### config.mk
export PLATFORM = sky130hd
export DESIGN_NAME = player_motion_ctrl
export DESIGN_NICKNAME = d
export VERILOG_FILES = /design/src/rtl/game_pkg.sv /design/src/rtl/player_motion_ctrl_tick_counter.sv /design/src/rtl/player_motion_ctrl.sv
export SDC_FILE = /design/constraint.sdc
export NUM_CORES = 1
export LEC_CHECK = 0
export BUFFER_PORTS_ARGS = -buffer_cell sky130_fd_sc_hd__buf_2
export CAP_MARGIN = 40
export CORE_MARGIN = 3
export CORE_UTILIZATION = 50
export DETAILED_ROUTE_END_ITERATION = 6
export GPL_TIMING_DRIVEN = 1
export PLACE_DENSITY = 0.72
export SYNTH_ARGS = -nofsm -noshare
export SYNTH_HDL_FRONTEND = slang
export SYNTH_SLANG_ARGS = --single-unit
### constraint.sdc
create_clock -name i_clk -period 3.8 [get_ports i_clk]
set_input_delay 0.57 -clock i_clk [delete_from_list [all_inputs] [get_ports i_clk]]
set_output_delay 0.57 -clock i_clk [all_outputs]
set_load 0.05 [all_outputs]
### src/rtl/game_pkg.sv
// Shared game constants, sprite identifiers and player state encoding.
// Used by the per-player motion controllers and by the renderer.
package game_pkg;

    typedef enum logic [3:0] {
        OBJECT_NONE,
        OBJECT_PLAYER1,
        OBJECT_PLAYER1_SHIELD,
        OBJECT_PLAYER1_SQUAT,
        OBJECT_PLAYER2,
        OBJECT_PLAYER2_SHIELD,
        OBJECT_PLAYER2_SQUAT,
        OBJECT_BULLET
    } ObjectID;

    localparam int STEP_X   = 6;
    localparam int V        = 20;
    localparam int MAX_J    = 80;
    localparam int LIMIT_X  = 480;
    localparam int HP_WIDTH = 3;

    localparam int JUMP_STEP           = MAX_J / V;
    localparam int FIRE_COOLDOWN_DFLT  = 20;
    localparam int INVULN_FRAMES_DFLT  = 30;

    typedef enum logic [2:0] {
        PS_IDLE,
        PS_GROUND,
        PS_RISE,
        PS_FALL,
        PS_SQUAT,
        PS_SHIELD,
        PS_DEAD
    } PlayerState;

    typedef enum logic [1:0] {
        POSE_STAND,
        POSE_SHIELD,
        POSE_SQUAT
    } PoseSel;

    function automatic ObjectID pose_to_object(input int player_idx, input PoseSel pose);
        ObjectID obj;
        if (player_idx == 2) begin
            case (pose)
                POSE_SHIELD: obj = OBJECT_PLAYER2_SHIELD;
                POSE_SQUAT:  obj = OBJECT_PLAYER2_SQUAT;
                default:     obj = OBJECT_PLAYER2;
            endcase
        end else begin
            case (pose)
                POSE_SHIELD: obj = OBJECT_PLAYER1_SHIELD;
                POSE_SQUAT:  obj = OBJECT_PLAYER1_SQUAT;
                default:     obj = OBJECT_PLAYER1;
            endcase
        end
        return obj;
    endfunction

endpackage

### src/rtl/player_motion_ctrl_tick_counter.sv
// Frame-tick down-counter: loads a value on a tick, otherwise decrements
// towards zero on each tick and holds at zero.
module tick_counter #(
    parameter int WIDTH = 5
) (
    input  logic             i_clk,
    input  logic             i_rst,
    input  logic             i_clr,
    input  logic             i_tick,
    input  logic             i_load,
    input  logic [WIDTH-1:0] i_load_val,
    output logic [WIDTH-1:0] o_count,
    output logic             o_zero
);

    logic [WIDTH-1:0] r_count;

    always_ff @(posedge i_clk) begin
        if (i_rst || i_clr) begin
            r_count <= '0;
        end else if (i_tick) begin
            if (i_load)
                r_count <= i_load_val;
            else if (r_count != '0)
                r_count <= r_count - WIDTH'(1);
        end
    end

    assign o_count = r_count;
    assign o_zero  = (r_count == '0);

endmodule

### src/rtl/player_motion_ctrl.sv
// Per-player motion/state controller: turns sampled button levels into position,
// jump height, pose, HP and shot requests, advancing once per video frame tick.
module player_motion_ctrl
    import game_pkg::*;
#(
    parameter int PLAYER_IDX    = 1,
    parameter int INIT_X        = -240,
    parameter int HP_INIT       = 5,
    parameter int FIRE_COOLDOWN = FIRE_COOLDOWN_DFLT,
    parameter int INVULN_FRAMES = INVULN_FRAMES_DFLT
) (
    input  logic                       i_clk,
    input  logic                       i_rst,
    input  logic                       i_game_start,
    input  logic                       i_frame_tick,
    input  logic                       i_left,
    input  logic                       i_right,
    input  logic                       i_jump,
    input  logic                       i_squat,
    input  logic                       i_shield,
    input  logic                       i_fire,
    input  logic                       i_hit,
    output logic signed [11:0]         o_x,
    output logic [6:0]                 o_y_off,
    output ObjectID                    o_pose,
    output logic [HP_WIDTH-1:0]        o_hp,
    output logic                       o_fire,
    output logic                       o_dead
);

    localparam int CD_W  = (FIRE_COOLDOWN < 1) ? 1 : $clog2(FIRE_COOLDOWN + 1);
    localparam int INV_W = (INVULN_FRAMES < 1) ? 1 : $clog2(INVULN_FRAMES + 1);
    localparam int JC_W  = $clog2(V);
    localparam logic signed [12:0] C_STEP = 13'(STEP_X);
    localparam logic signed [12:0] C_LIM  = 13'(LIMIT_X);

    PlayerState            r_state;
    logic signed [11:0]    r_x;
    logic [6:0]            r_y;
    logic [JC_W-1:0]       r_jc;
    logic [HP_WIDTH-1:0]   r_hp;
    logic                  r_fire;
    logic                  r_dead;
    logic                  r_hit_pend;
    ObjectID               r_pose;

    PlayerState            w_state_nxt;
    logic signed [11:0]    w_x_nxt;
    logic [6:0]            w_y_nxt;
    logic [JC_W-1:0]       w_jc_nxt;
    logic [JC_W-1:0]       w_jc_inc;
    logic [HP_WIDTH-1:0]   w_hp_nxt;
    logic                  w_active;
    logic                  w_hit_take;
    logic                  w_fire_take;
    logic                  w_move;
    logic                  w_right;
    logic                  w_left;
    logic signed [12:0]    w_dx;
    logic signed [12:0]    w_x_sum;
    logic signed [11:0]    w_x_clamp;
    PoseSel                w_pose_sel;
    logic                  w_cd_zero;
    logic                  w_inv_zero;
    logic [CD_W-1:0]       w_cd;
    logic [INV_W-1:0]      w_inv;

    tick_counter #(.WIDTH(CD_W)) u_cd (
        .i_clk      (i_clk),
        .i_rst      (i_rst),
        .i_clr      (i_game_start),
        .i_tick     (i_frame_tick),
        .i_load     (w_fire_take),
        .i_load_val (CD_W'(FIRE_COOLDOWN)),
        .o_count    (w_cd),
        .o_zero     (w_cd_zero)
    );

    tick_counter #(.WIDTH(INV_W)) u_inv (
        .i_clk      (i_clk),
        .i_rst      (i_rst),
        .i_clr      (i_game_start),
        .i_tick     (i_frame_tick),
        .i_load     (w_hit_take),
        .i_load_val (INV_W'(INVULN_FRAMES)),
        .o_count    (w_inv),
        .o_zero     (w_inv_zero)
    );

    // Player 2 faces the other way, so its left/right buttons are swapped.
    always_comb begin
        w_right = (PLAYER_IDX == 2) ? i_left  : i_right;
        w_left  = (PLAYER_IDX == 2) ? i_right : i_left;
        w_dx    = '0;
        if (w_right && !w_left)
            w_dx = C_STEP;
        else if (w_left && !w_right)
            w_dx = -C_STEP;
        w_x_sum = $signed({r_x[11], r_x}) + w_dx;
        if (w_x_sum > C_LIM)
            w_x_clamp = 12'(C_LIM);
        else if (w_x_sum < -C_LIM)
            w_x_clamp = 12'(-C_LIM);
        else
            w_x_clamp = w_x_sum[11:0];
    end

    always_comb begin
        w_state_nxt = r_state;
        w_x_nxt     = r_x;
        w_y_nxt     = r_y;
        w_jc_nxt    = r_jc;
        w_hp_nxt    = r_hp;
        w_hit_take  = 1'b0;
        w_fire_take = 1'b0;
        w_move      = 1'b0;
        w_jc_inc    = r_jc + JC_W'(1);
        w_active    = (r_state != PS_IDLE) && (r_state != PS_DEAD);

        if (w_active && i_frame_tick) begin
            w_hit_take  = (r_hit_pend || i_hit) && (r_state != PS_SHIELD) && w_inv_zero;
            w_fire_take = i_fire && w_cd_zero &&
                          (r_state inside {PS_GROUND, PS_RISE, PS_FALL});

            case (r_state)
                PS_GROUND: begin
                    if (i_shield)
                        w_state_nxt = PS_SHIELD;
                    else if (i_squat)
                        w_state_nxt = PS_SQUAT;
                    else if (i_jump) begin
                        w_state_nxt = PS_RISE;
                        w_y_nxt     = 7'(JUMP_STEP);
                        w_jc_nxt    = '0;
                    end else
                        w_move = 1'b1;
                end
                PS_RISE: begin
                    w_move   = 1'b1;
                    w_y_nxt  = r_y + 7'(JUMP_STEP);
                    w_jc_nxt = w_jc_inc;
                    if (w_jc_inc == JC_W'(V - 1))
                        w_state_nxt = PS_FALL;
                end
                PS_FALL: begin
                    w_move  = 1'b1;
                    w_y_nxt = r_y - 7'(JUMP_STEP);
                    if (r_y == 7'(JUMP_STEP))
                        w_state_nxt = PS_GROUND;
                end
                PS_SQUAT: begin
                    if (!i_squat)
                        w_state_nxt = PS_GROUND;
                end
                PS_SHIELD: begin
                    if (!i_shield)
                        w_state_nxt = PS_GROUND;
                end
                default: ;
            endcase

            if (w_move)
                w_x_nxt = w_x_clamp;

            // A fatal hit wins over whatever transition movement chose.
            if (w_hit_take && (r_hp != '0)) begin
                w_hp_nxt = r_hp - HP_WIDTH'(1);
                if (r_hp == HP_WIDTH'(1)) begin
                    w_state_nxt = PS_DEAD;
                    w_y_nxt     = '0;
                end
            end
        end
    end

    always_comb begin
        case (w_state_nxt)
            PS_SHIELD: w_pose_sel = POSE_SHIELD;
            PS_SQUAT:  w_pose_sel = POSE_SQUAT;
            default:   w_pose_sel = POSE_STAND;
        endcase
    end

    always_ff @(posedge i_clk) begin
        if (i_rst || i_game_start) begin
            r_state    <= i_rst ? PS_IDLE : PS_GROUND;
            r_x        <= 12'(INIT_X);
            r_y        <= '0;
            r_jc       <= '0;
            r_hp       <= HP_WIDTH'(HP_INIT);
            r_fire     <= 1'b0;
            r_dead     <= 1'b0;
            r_hit_pend <= 1'b0;
            r_pose     <= pose_to_object(PLAYER_IDX, POSE_STAND);
        end else if (i_frame_tick) begin
            r_state    <= w_state_nxt;
            r_x        <= w_x_nxt;
            r_y        <= w_y_nxt;
            r_jc       <= w_jc_nxt;
            r_hp       <= w_hp_nxt;
            r_fire     <= w_fire_take;
            r_dead     <= r_dead || (w_state_nxt == PS_DEAD);
            r_hit_pend <= 1'b0;
            r_pose     <= pose_to_object(PLAYER_IDX, w_pose_sel);
        end else begin
            r_fire <= 1'b0;
            if (i_hit)
                r_hit_pend <= 1'b1;
        end
    end

    assign o_x     = r_x;
    assign o_y_off = r_y;
    assign o_pose  = r_pose;
    assign o_hp    = r_hp;
    assign o_fire  = r_fire;
    assign o_dead  = r_dead;

endmodule
=== After elaboration in Yosys (flattened, before gate mapping) ===
Index checks and enable logic that the tools add are counted.

* Register bits: 47
* Input bits: 11
* Output and inout port bits: 28
* Word-level logic and storage cells: 114

* Add/sub/neg operators: 7
* Order comparisons: 2
* Eq/ne operators: 18
* Muxes and demuxes: 41
* Bitwise logic cells: 1
* Reduce and logical (&&, ||, !) cells: 34

{| class="wikitable"
|+ Operator list
! kind !! number
|-
| 3-bit two-way mux || 12
|-
| 5-bit two-way mux || 7
|-
| 7-bit two-way mux || 5
|-
| 13-bit two-way mux || 2
|-
| 12-bit two-way mux || 2
|-
| 7-bit case mux with 3 select lines || 1
|-
| 3-bit equality test, second input constant || 5
|-
| 3-bit case mux with 5 select lines || 1
|-
| 12-bit by 13-bit adder with 13-bit output || 1
|-
| 13-bit by 10-bit greater-than comparator with 1-bit output, second input constant || 1
|-
| 13-bit by 10-bit less-than comparator with 1-bit output, second input constant || 1
|-
| 5-bit zero test || 2
|-
| 5-bit case mux with 2 select lines || 1
|-
| 5-bit nonzero test || 2
|-
| 5-bit by 1-bit subtractor with 5-bit output, second input constant || 2
|-
| 1-bit logical AND || 9
|-
| 3-bit nonzero test || 3
|-
| 2-bit case mux with 2 select lines || 2
|-
| 2-bit nonzero test || 4
|-
| 7-bit by 3-bit adder with 7-bit output, second input constant || 1
|-
| 7-bit by 3-bit equality test with 1-bit output, second input constant || 1
|-
| 1-bit two-way mux || 7
|-
| 7-bit by 3-bit subtractor with 7-bit output, second input constant || 1
|-
| 3-bit by 1-bit equality test with 1-bit output, second input constant || 2
|-
| other kinds (16) || 28
|}

=== Logic depth before layout (Yosys ltp) ===
* Depth in word-level cells: 11
* Depth in mapped cells: 14

=== Hierarchy ===
From an unflattened synthesis, not the netlist that was laid out.

* Cells, all modules: 442
* Area total of the unflattened synthesis: 3403.3 um^2

{| class="wikitable"
|+ Modules (own cells, without submodules)
! module !! times used !! cells an instance !! area an instance (um^2) !! seq. area each (um^2)
|-
| player_motion_ctrl || 1 || 356 || 2732.6 || 710.7
|-
| tick_counter || 2 || 43 || 335.3 || 100.1
|}

=== Least setup slack after synthesis ===
No wires, ideal clock.

* Path kind: input port to flip-flop
* From: input port i_left
* To: register r_x[4], in the netlist o_x[4]
* Library setup time: 143 ps
* Arrival: 3055 ps
* Required time: 3657 ps
* Slack: 602 ps
* Stages on the path: 13
* Path buffers: 0
* Cell sequence: inv_1 -> ha_1 -> inv_1 -> ha_1 -> fa_1 -> or3b_1 -> a32o_1 -> a31oi_1 -> xnor2_1 -> nand3_1 -> o2111a_2 -> nor3_1 -> o221ai_1

* Longest elaborated chain between the ends: 7
* Elaborated cells on any way between the ends: 10
* Classes of those cells: add/sub: 1; order compare: 2; mux: 4; reduce/logical: 3

{| class="wikitable"
|+ RTL lines
! item !! RTL line !! text
|-
| from (decl) || player_motion_ctrl.sv:16 || <nowiki>input logic i_left,</nowiki>
|-
| 1-bit logical AND or 1-bit zero test (tied branches) || player_motion_ctrl.sv:97, player_motion_ctrl.sv:95 ||
|-
| 13-bit two-way mux or 1-bit logical AND (tied branches) || player_motion_ctrl.sv:97, player_motion_ctrl.sv:95 ||
|-
| 13-bit two-way mux (*) || player_motion_ctrl.sv:95 || <nowiki>if (w_right && !w_left)</nowiki>
|-
| 12-bit by 13-bit adder with 13-bit output (*) || player_motion_ctrl.sv:99 || <nowiki>w_x_sum = $signed({r_x[11], r_x}) + w_dx;</nowiki>
|-
| 13-bit by 10-bit less-than comparator with 1-bit output || player_motion_ctrl.sv:102 || <nowiki>else if (w_x_sum < -C_LIM)</nowiki>
|-
| 12-bit two-way mux || player_motion_ctrl.sv:102 ||
|-
| 12-bit two-way mux (*) || player_motion_ctrl.sv:100 || <nowiki>if (w_x_sum > C_LIM)</nowiki>
|-
| to (signal assigned) || player_motion_ctrl.sv:187 || <nowiki>r_x <= 12'(INIT_X);</nowiki>
|-
| to (signal assigned) || player_motion_ctrl.sv:197 || <nowiki>r_x <= w_x_nxt;</nowiki>
|-
| to (decl) || player_motion_ctrl.sv:38 || <nowiki>logic signed [11:0] r_x;</nowiki>
|}

Every way passes the cells marked *; elsewhere a longest branch is shown, timed or not.
A chain may end at the register's enable or synchronous reset.

=== Worst setup path after layout ===
Ends and elaborated chain as after synthesis.

==> impl_metrics.env <==
export IMPL_pwr_share_comb_pct=22.5
export IMPL_regArea_um2=911
export IMPL_syn_to_final_growth_pct=6.23
export IMPL_power_mw=0.993
export IMPL_die_area_um2=7690
export IMPL_reg2reg_from="u_inv.o_count[0]"
export IMPL_overflow=0
export IMPL_io_buffers=35
export IMPL_async_flop_share_pct=0
export IMPL_grt_util_all_layers_pct=19.8
export IMPL_p_int_mw=0.686
export IMPL_top_usage_layer="met2"
export IMPL_grt_pass1_vias=2818
export IMPL_postRouteAntennaNets=0
export IMPL_maxCapViolations=0
export IMPL_vdd_drop_max_v=0.000234
export IMPL_status="completed"
export IMPL_cp_required_ns=4.02
export IMPL_reg2reg_slack_ns=0.66
export IMPL_clock_skew_ns=0.00566
export IMPL_antenna_found_initial=0
export IMPL_p_per_area_nw_per_um2=280
export IMPL_finalCriticalPeriod_ns=3.26
export IMPL_worst_pin_slew_ns=0.710
export IMPL_critPathBufInv=3
export IMPL_synthFlopType="dfxtp_1"
export IMPL_io_pin_count=39
export IMPL_cts_root_buf="clkbuf_8"
export IMPL_clk_pin_slew_ns=0.08
export IMPL_yosysUniqueCellTypes=76
export IMPL_cp_arrival_ns=3.47
export IMPL_crit_family="simple AND/OR/NAND/NOR gates"
export IMPL_path_cells="buf_2 -> inv_1 -> ha_1 -> inv_1 -> ha_1 -> fa_1 -> or3b_1 -> a32o_1 -> a31oi_1 -> xnor2_1 -> nor4_2 -> nor4b_2 -> o21ai_0 -> o221ai_1"
export IMPL_clkPwrFrac_pct=27.6
export IMPL_cts_hold_buffers=0
export IMPL_fillers=608
export IMPL_globalRouteMet1Util_pct=25.3
export IMPL_use_met3_pct=2.63
export IMPL_synth_ff_latch_count=44
export IMPL_wl_per_cell_um=14.2
export IMPL_cts_buffers=5
export IMPL_drtIter0Drc=108
export IMPL_min_to="o_y_off[0]"
export IMPL_fp_dieH_um=87.7
export IMPL_cp_end_kind="register"
export IMPL_setup_viol=0
export IMPL_rr_endpoint="o_pose[1]"
export IMPL_grt_max_degree=26
export IMPL_final_common_cell="nor2_1"
export IMPL_ys_seq_area_share_pct=27.3
export IMPL_synth_warning_count=0
export IMPL_rsz0062_at_grt="false"
export IMPL_vias=3113
export IMPL_hold_depth=2
export IMPL_hp_start="o_y_off[0]"
export IMPL_power_frac_seq_pct=50.0
export IMPL_cpPeakStageDelay_ns=0.44
export IMPL_hold_viol=0
export IMPL_layout_common_cells="nor2_1, dfxtp_1, buf_2"
export IMPL_reg2reg_depth=10
export IMPL_setup_tns_ns=0
export IMPL_die_x_um=87.7
export IMPL_viasPerCell=5.88
export IMPL_htree_num_levels=2
export IMPL_nets=479
export IMPL_critPathLaunchType="primary input"
export IMPL_clk_latency_ns=0.29
export IMPL_syn_inst=429
export IMPL_relSlewSlack_pct=52.2
export IMPL_drcViolationCount=0
export IMPL_num_rows=29
export IMPL_slew_violations=0
export IMPL_synth_avg_cell_area_um2=7.78
export IMPL_hp_class="reg -> reg"
export IMPL_wl_um=7520
export IMPL_cts_tree="yes"
export IMPL_gp_congestion=0.885
export IMPL_synthesis_area_um2=3340
export IMPL_synth_edff_count=3
export IMPL_critPathSlowestCell="nor4b_2"
export IMPL_use_met2_pct=34.5
export IMPL_clkSinkCount=44
export IMPL_cts_setup_buffers=0
export IMPL_grt_first_pass_wirelength_um=12500
export IMPL_power_leakage_nw=1.39
export IMPL_start_util_pct=51.9
export IMPL_drive_gt1_share_pct=16.2
export IMPL_p_sw_share_pct=30.9
export IMPL_worstSetupPathType="in -> reg"
export IMPL_clk_path_buf_depth=2
export IMPL_clock_fmax_mhz=307
export IMPL_cts_resized=0
export IMPL_antenna_cells=0
export IMPL_final_period_utilization_pct=85.7
export IMPL_firstDrtPassIters=4
export IMPL_power_switching_mw=0.307
export IMPL_place_detailed_hpwl_um=5570
export IMPL_crit_path_max_fanout=7
export IMPL_core_area_um2=6420
export IMPL_multi_input_area_um2=2150
==> routing by layer <==
metal,part of all wire (%),up-vias
li1,-,1578
met1,45,1455
met2,50,67
met3,3.3,13
met4,1.5,0
met5,0,-
==> worst max path at each step <==
stage | from | slack, ns | end | cells after the start
after detailed placement | i_left | 0.25 | o_x[4] | 14
after global routing | i_left | 0.27 | o_x[4] | 14
after global placement | i_left | 0.34 | o_x[7] | 14
after CTS | i_left | 0.55 | o_x[4] | 14
final | i_left | 0.54 | o_x[4] | 14
after floorplan | i_left | 0.60 | o_x[4] | 13
==> stage by stage <==
step / area [um^2] / hold slack (ns) / worst slack [ns] / util (%) / std cells
after floorplan: 3340 / 0.440 / 0.602 / - / 431
after global placement: 3460 / 0.441 / 0.345 / 53.9 / 521
after detailed placement: 3460 / 0.447 / 0.245 / 53.9 / 521
after CTS: 3540 / 0.460 / 0.551 / 55.2 / 529
after global routing: 3540 / 0.489 / 0.274 / 55.2 / 529
final: 3540 / 0.456 / 0.544 / 55.2 / 529
==> state kept, by name, summed over array words and instances (netlist names), 2 cells and up <==
name and cells:
o_hp 3, o_pose 2, o_x 11, o_y_off 7
r_jc 5, r_state 3, u_cd.o_count 5, u_inv.o_count 5
==> power by group through the flow <==
stage	combinational (mW)	clock, mW	sequential, mW
floorplan	0.175	0	0.509
global placement	0.218	0	0.506
detailed placement	0.221	0	0.506
CTS	0.223	0.285	0.496
global route	0.250	0.301	0.498
finish	0.223	0.274	0.496
==> worst reg2reg max path: stages (launching register included) <==
cell      delay [ns]
dfxtp_1         0.30
inv_1           0.11
ha_1            0.18
or4b_2          0.67
a211oi_1        0.33
and3_1          0.32
a211o_1         0.16
a21boi_0        0.35
nand3_1         0.13
ha_1            0.30
a211oi_1        0.23
==> final cells by class <==
type                       count  area share (%)
multi-input combinational    335            60.8
timing repair buffer          39            5.79
tap                           77            2.72
clock buffer                   7            2.15
sequential                    44            25.7
clock inverter                 1           0.106
inverter                      26            2.75
==> synthesized netlist by cell type (6+ instances only) <==
master     n  area, um^2
ha_1      16         200
nand4_1    6        37.5
clkbuf_1  12        45.0
inv_1     26        97.6
o21ai_0   30         150
nand2b_1   6        37.5
a31oi_1   11        68.8
nor2_1    60         225
dfxtp_1   41         821
xor2_1     9        78.8
a21oi_1   33         165
nand2_1   30         113
nand3_1    9        45.0
nor3_1    13        65.1
xnor2_1    9        78.8
o31ai_1    6        45.0
==> logic make-up (layout without fill, tap and decap cells) <==
kind of cell,Yosys count,count (layout),synth area share [%]
buf+inv,52,73,8.36
fa+ha+maj,17,17,6.60
simple gates,169,169,26.3
other cells,1,3,0.112
flops,44,44,27.3
compound gates,126,126,25.8
mux,2,2,0.750
xor+xnor,18,18,4.73
Power figures use the tool's default switching activity.
